$ cat src/rtl/inc16_multicycle.sv
`default_nettype none
// ============================================================================
//  Module      : inc16_multicycle
//  Description : Multi-cycle incrementer for the ALU arithmetic group.
//                Computes inp + 1 one DIGIT-bit ripple slice per clock under
//                a start/busy/done handshake. It returns the result together
//                with carry, overflow, zero and negative flags.
//
//  Ports       : clk      - clock, rising edge
//                rst      - asynchronous, active-low reset
//                start    - request, sampled only while idle
//                inp      - operand, captured on the accepting edge
//                busy     - high while a calculation is in progress
//                done     - one-cycle pulse when out/flags are updated
//                out      - result inp+1, held until the next completion
//                carry    - carry out of the MSB
//                overflow - signed overflow (positive operand -> negative)
//                zero     - out == 0
//                neg      - out MSB
//
//  Options     : INC16_SATURATE_EN - when defined, an all-ones operand
//                saturates to all ones (carry=1, neg=1, zero=0) instead
//                of wrapping to zero.
//
//  Revision    : 1.0 - initial release
// ============================================================================
module inc16_multicycle #(
    parameter int WIDTH = 16,
    parameter int DIGIT = 4
) (
    input  logic             clk,
    input  logic             rst,
    input  logic             start,
    input  logic [WIDTH-1:0] inp,
    output logic             busy,
    output logic             done,
    output logic [WIDTH-1:0] out,
    output logic             carry,
    output logic             overflow,
    output logic             zero,
    output logic             neg
);

    localparam int c_NDIG = WIDTH / DIGIT;
    localparam int c_IDXW = (c_NDIG > 1) ? $clog2(c_NDIG) : 1;

    typedef enum logic [0:0] {
        S_IDLE = 1'b0,
        S_CALC = 1'b1
    } state_t;

    state_t              r_state;
    state_t              w_state_nxt;

    logic [WIDTH-1:0]    r_op;
    logic [WIDTH-1:0]    r_res;
    logic [c_IDXW-1:0]   r_idx;
    logic                r_c;

    logic                r_done;
    logic [WIDTH-1:0]    r_out;
    logic                r_carry;
    logic                r_overflow;
    logic                r_zero;
    logic                r_neg;

    logic [DIGIT:0]      w_sum;
    logic [WIDTH-1:0]    w_res_nxt;
    logic                w_last;
    logic [WIDTH-1:0]    w_fin_out;
    logic                w_fin_carry;
    logic                w_fin_ovf;

    // ------------------------------------------------------------------
    // One ripple slice: current operand digit plus the running carry.
    // ------------------------------------------------------------------
    assign w_sum  = {1'b0, r_op[r_idx*DIGIT +: DIGIT]} + {{DIGIT{1'b0}}, r_c};
    assign w_last = (r_idx == c_IDXW'(c_NDIG - 1));

    always_comb begin
        w_res_nxt                       = r_res;
        w_res_nxt[r_idx*DIGIT +: DIGIT] = w_sum[DIGIT-1:0];
    end

    // Completion values, computed from the slice being written this edge so
    // the final digit lands in out on the same edge it is produced.
    always_comb begin
        w_fin_out   = w_res_nxt;
        w_fin_carry = w_sum[DIGIT];
        w_fin_ovf   = ~r_op[WIDTH-1] & w_res_nxt[WIDTH-1];
`ifdef INC16_SATURATE_EN
        if (&r_op) begin
            w_fin_out   = '1;
            w_fin_carry = 1'b1;
            w_fin_ovf   = 1'b0;
        end
`endif
    end

    // ------------------------------------------------------------------
    // Control FSM
    // ------------------------------------------------------------------
    always_ff @(posedge clk or negedge rst) begin
        if (!rst) begin
            r_state <= S_IDLE;
        end else begin
            r_state <= w_state_nxt;
        end
    end

    always_comb begin
        w_state_nxt = r_state;
        case (r_state)
            S_IDLE: if (start)  w_state_nxt = S_CALC;
            S_CALC: if (w_last) w_state_nxt = S_IDLE;
            default:            w_state_nxt = S_IDLE;
        endcase
    end

    // ------------------------------------------------------------------
    // Datapath and registered outputs
    // ------------------------------------------------------------------
    always_ff @(posedge clk or negedge rst) begin
        if (!rst) begin
            r_op       <= '0;
            r_res      <= '0;
            r_idx      <= '0;
            r_c        <= 1'b0;
            r_done     <= 1'b0;
            r_out      <= '0;
            r_carry    <= 1'b0;
            r_overflow <= 1'b0;
            r_zero     <= 1'b0;
            r_neg      <= 1'b0;
        end else begin
            r_done <= 1'b0;
            case (r_state)
                S_IDLE: begin
                    if (start) begin
                        r_op  <= inp;
                        r_res <= '0;
                        r_idx <= '0;
                        r_c   <= 1'b1;   // the "+1" enters as carry-in
                    end
                end
                S_CALC: begin
                    r_res <= w_res_nxt;
                    r_c   <= w_sum[DIGIT];
                    r_idx <= r_idx + c_IDXW'(1);
                    if (w_last) begin
                        r_idx      <= '0;
                        r_done     <= 1'b1;
                        r_out      <= w_fin_out;
                        r_carry    <= w_fin_carry;
                        r_overflow <= w_fin_ovf;
                        r_zero     <= (w_fin_out == '0);
                        r_neg      <= w_fin_out[WIDTH-1];
                    end
                end
                default: ;
            endcase
        end
    end

    assign busy     = (r_state == S_CALC);
    assign done     = r_done;
    assign out      = r_out;
    assign carry    = r_carry;
    assign overflow = r_overflow;
    assign zero     = r_zero;
    assign neg      = r_neg;

endmodule
`default_nettype wire

$ cat config.mk
export PLATFORM = sky130hd
export DESIGN_NAME = inc16_multicycle
export DESIGN_NICKNAME = d
export VERILOG_FILES = /design/src/rtl/inc16_multicycle.sv
export SDC_FILE = /design/constraint.sdc
export NUM_CORES = 1
export LEC_CHECK = 0
export ABC_CLOCK_PERIOD_IN_PS = 2300
export CAP_MARGIN = 20
export CELL_PAD_IN_SITES_DETAIL_PLACEMENT = 2
export CELL_PAD_IN_SITES_GLOBAL_PLACEMENT = 2
export CORE_MARGIN = 2
export CORE_UTILIZATION = 32
export DETAILED_ROUTE_END_ITERATION = 10
export PLACE_DENSITY = 0.75
export SLEW_MARGIN = 10
export SYNTH_ARGS = -nofsm -noshare
export SYNTH_HDL_FRONTEND = slang
export SYNTH_SLANG_ARGS = --single-unit
export TNS_END_PERCENT = 1
$ cat constraint.sdc
create_clock -name clk -period 2.3 [get_ports clk]
set_input_delay 0.46 -clock clk [delete_from_list [all_inputs] [get_ports clk]]
set_output_delay 0.46 -clock clk [all_outputs]
set_load 0.02 [all_outputs]
==> results.yml <==
final_layout:
  antenna_cells_inserted: 0
  finalCoreUtilization_pct: 41.8
  area_delta_synth_final_pct: 28.0
  final_cell_count_no_fill: 421
  design.final.nets: 339
  layout_common_cells: "sky130_fd_sc_hd__dfrtp_1 (55), sky130_fd_sc_hd__clkdlybuf4s50_1 (39), sky130_fd_sc_hd__nand2_1 (27), sky130_fd_sc_hd__buf_4 (17), sky130_fd_sc_hd__mux2_2 (16)"
  layout.cells.most_common: "sky130_fd_sc_hd__dfrtp_1"
  final_layout_size_suffix_gt1_share_pct: 21.4
  post-route-cell-area_um2: 3630
route:
  drt-total-wl_um: 7750
  viasPerCell: 5.14
  post_drt_antenna_nets: 0
  drt-pass1-iter-count: 4
  dr.first_iter.drc_count: 52
  via_count: 2166
  wl_per_cell_um: 18.4
  drc: 0
sta:
  worst_slew_pin_slew_ns: 0.602
  rsz0062_at_grt: "yes"
  final.setup.worst_slack_ns: -0.00746
  timing.max_slew.rel_slack_pct: 59.8
  setup_violations: 1
  final_min_period_over_clock_period_pct: 100
  fin_tns_setup_ns: -0.00746
  max_freq_mhz: 433
  timing.final.hold_violations: 0
  slew_viol_final: 0
  min_period_ns: 2.31
  whs_ns: 0.138
  worst_clock_skew_ns: 0.0140
place:
  placedInstanceArea_um2: 3460
  port_buffers: 40
  place_hpwl_um: 5490
  pre_cts_slack_ns: 0.0224
  numPlacedInstances: 412
  gp_congestion: 0.807
power:
  vdd.ir_drop.worst_v: 0.000469
  power_per_cell_area_nw_per_um2: 1460
  report.power.total_mw: 5.32
  static-leakage-power_nw: 1.52
global_route:
  global_route_wire_length_before_repair_um: 12700
  grt_start_max_net_pins: 35
  globalRouteOverflowTotal: 0
  antenna_violations_before_repair: 0
  grt_pass1_vias: 2365
  gr-usage-all-layers_pct: 16.2
setup_path:
  regToRegSetupSlack_ns: -0.007
  cp-start-kind: "register"
  path_cells: "mux4_2 -> ha_4 -> ha_4 -> a31oi_1 -> and4_1 -> nand4_1 -> a22oi_2"
  timing.critical_path.mode_cell: "sky130_fd_sc_hd__ha_4"
  reg2reg_depth: 7
  crit_path_max_fanout: 5
  critPathArrivalTime_ns: 2.53
  slowest_delay_ns: 0.54
  critical_path_data_required_time_ns: 2.52
  worstSetupPathType: "register to register"
  critical_path.endpoint_type: "register"
  timing.critical_path.slowest_stage_cell: "sky130_fd_sc_hd__mux4_2"
run_status:
  status: "complete, but fails checks"
  violated_checks: "setup timing"
synthesis:
  synth_top_cell_by_area: "sky130_fd_sc_hd__dfrtp_1"
  yosys_warnings: 0
  synth.net_count: 286
  synth_top_family_by_area: "simple AND/OR/NAND/NOR gates"
  synth_edf_count: 0
  yosys.area_share.simple_pct: 16.4
  yosysTopAreaCellShare_pct: 49.4
  synthMuxAreaShare_pct: 13.3
  syn_inst: 259
  post_synth_num_cell_types: 49
  netlist_area_um2: 2840
  yosys.area_share.xor_xnor_pct: 1.85
  synth_fa_ha_area_share_pct: 3.53
  synth.top_cells.by_area: "sky130_fd_sc_hd__dfrtp_1 (49%), sky130_fd_sc_hd__mux2_2 (6.3%), sky130_fd_sc_hd__mux2i_1 (4.6%), sky130_fd_sc_hd__nand2_1 (3.6%), sky130_fd_sc_hd__ha_1 (3.5%)"
  compound_gate_fraction_of_synth_area_pct: 11.9
  yosysSeqAreaShare_pct: 49.4
  synth_seq_cells: 56
  postSynth.topFlopCell: "sky130_fd_sc_hd__dfrtp_1"
  asyncSetResetFlopFracSynth_pct: 100
  post_synth.cell_area_avg_um2: 11.0
die:
  placement_rows: 34
  design.portCount: 41
  core_region_area_um2: 8680
  fp.dieH_um: 98.2
  floorplan.die_area_um2: 9640
  initial_core_utilization_pct: 32.7
  fp.dieW_um: 98.2
clock_tree:
  clock_path_buffers: 2
  clk_lat_worst_skew_ns: 0.31
  cts_htree_levels: 2
  clk_transition_reported_paths_ns: 0.11
  tritoncts_num_sinks: 56
  postCtsHoldBufs: 0
  clock-root-buffer: "sky130_fd_sc_hd__clkbuf_8"
  clock_tree_from_tritoncts: "yes"
  total_cts_buffers: 5
run:
  cap_violations: 0
min_path:
  hold_path.class: "input pin to async pin"
==> worst max-delay path, delay by kind of cell, from the launching register on <==
kind / cells / cell delay [ns]
fa+ha+maj: 2 / 0.47
mux: 1 / 0.54
flops: 1 / 0.40
compound gates: 2 / 0.43
simple gates: 2 / 0.39
==> state kept, by name, summed over array words and instances, names as in the netlist <==
| signal | cells |
|---|---|
| r_idx | 2 |
| r_c | 1 |
| r_op | 16 |
| r_res | 16 |
| busy | 1 |
| out | 16 |
| zero | 1 |
| overflow | 1 |
| done | 1 |
| carry | 1 |
==> cells by family after synthesis <==
kind of cell,count (synthesis)
multiplexers,32
XOR/XNOR,3
AO/OA/AOI/OAI,54
buffers and inverters,20
flip-flops,56
AND/OR/NAND/NOR,86
adder cells (fa/ha/maj),8
==> synth_stat cells (2+ instances only) <==
| cell | instances |
|---|---|
| sky130_fd_sc_hd__o31ai_1 | 3 |
| sky130_fd_sc_hd__mux4_2 | 3 |
| sky130_fd_sc_hd__nor2b_1 | 9 |
| sky130_fd_sc_hd__a31oi_1 | 6 |
| sky130_fd_sc_hd__o21ai_1 | 4 |
| sky130_fd_sc_hd__nor3_1 | 3 |
| sky130_fd_sc_hd__nor2_1 | 9 |
| sky130_fd_sc_hd__buf_1 | 2 |
| sky130_fd_sc_hd__mux2i_1 | 13 |
| sky130_fd_sc_hd__o31ai_2 | 3 |
| sky130_fd_sc_hd__nand2_1 | 27 |
| sky130_fd_sc_hd__ha_1 | 8 |
| sky130_fd_sc_hd__mux2_2 | 16 |
| sky130_fd_sc_hd__o21ai_0 | 14 |
| sky130_fd_sc_hd__clkbuf_1 | 6 |
| sky130_fd_sc_hd__a21oi_1 | 14 |
| sky130_fd_sc_hd__dfrtp_1 | 56 |
| sky130_fd_sc_hd__nand2b_1 | 14 |
| sky130_fd_sc_hd__and3_1 | 2 |
| sky130_fd_sc_hd__or3_1 | 2 |
| sky130_fd_sc_hd__nor3b_1 | 4 |
| sky130_fd_sc_hd__o22ai_1 | 3 |
| sky130_fd_sc_hd__nand3_1 | 7 |
| sky130_fd_sc_hd__inv_1 | 6 |
==> worst paths after layout <==
| path | start | to |
|---|---|---|
| min | rst | done |
| max | r_idx[0] | zero |
| max reg2reg | r_idx[0] | zero |
| max in group asynchronous | rst | out[15] |
| min reg2reg | out[12] | out[12] |
| min in group clk | out[12] | out[12] |
==> final cells by class <==
class / instances / area (µm²)
multi-input combinational: 183 / 1410
fill: 932 / 5050
clock buffer: 8 / 90.1
tap: 108 / 135
timing repair buffer: 60 / 574
sequential: 56 / 1400
inverter: 6 / 22.5
==> timing repair <==
| item | 4_1_cts | 5_1_grt |
|---|---|---|
| gates resized for setup | 1 | 16 |
| endpoints found under the setup margin | 1 | 6 |
| pin swaps | 0 | 5 |
| buffers inserted | 0 | 1 |
==> where the power goes <==
part,switching (mW),internal [mW],leakage (nW),total [mW]
logic,1.68,1.41,0.745,3.08
clock network,0.324,0.247,0.0455,0.571
registers,0.274,1.39,0.729,1.66
total,2.27,3.04,1.52,5.32
==> per-layer routing <==
layer / GRT usage, % / wire length, µm / vias to the layer above
li1: - / - / 1011
met1: 21.9 / 3520 / 1105
met2: 28.0 / 3920 / 46
met3: 2.43 / 258 / 4
met4: 2.85 / 42 / 0
met5: 0 / 0 / -
(Power assumes the default switching activity.)
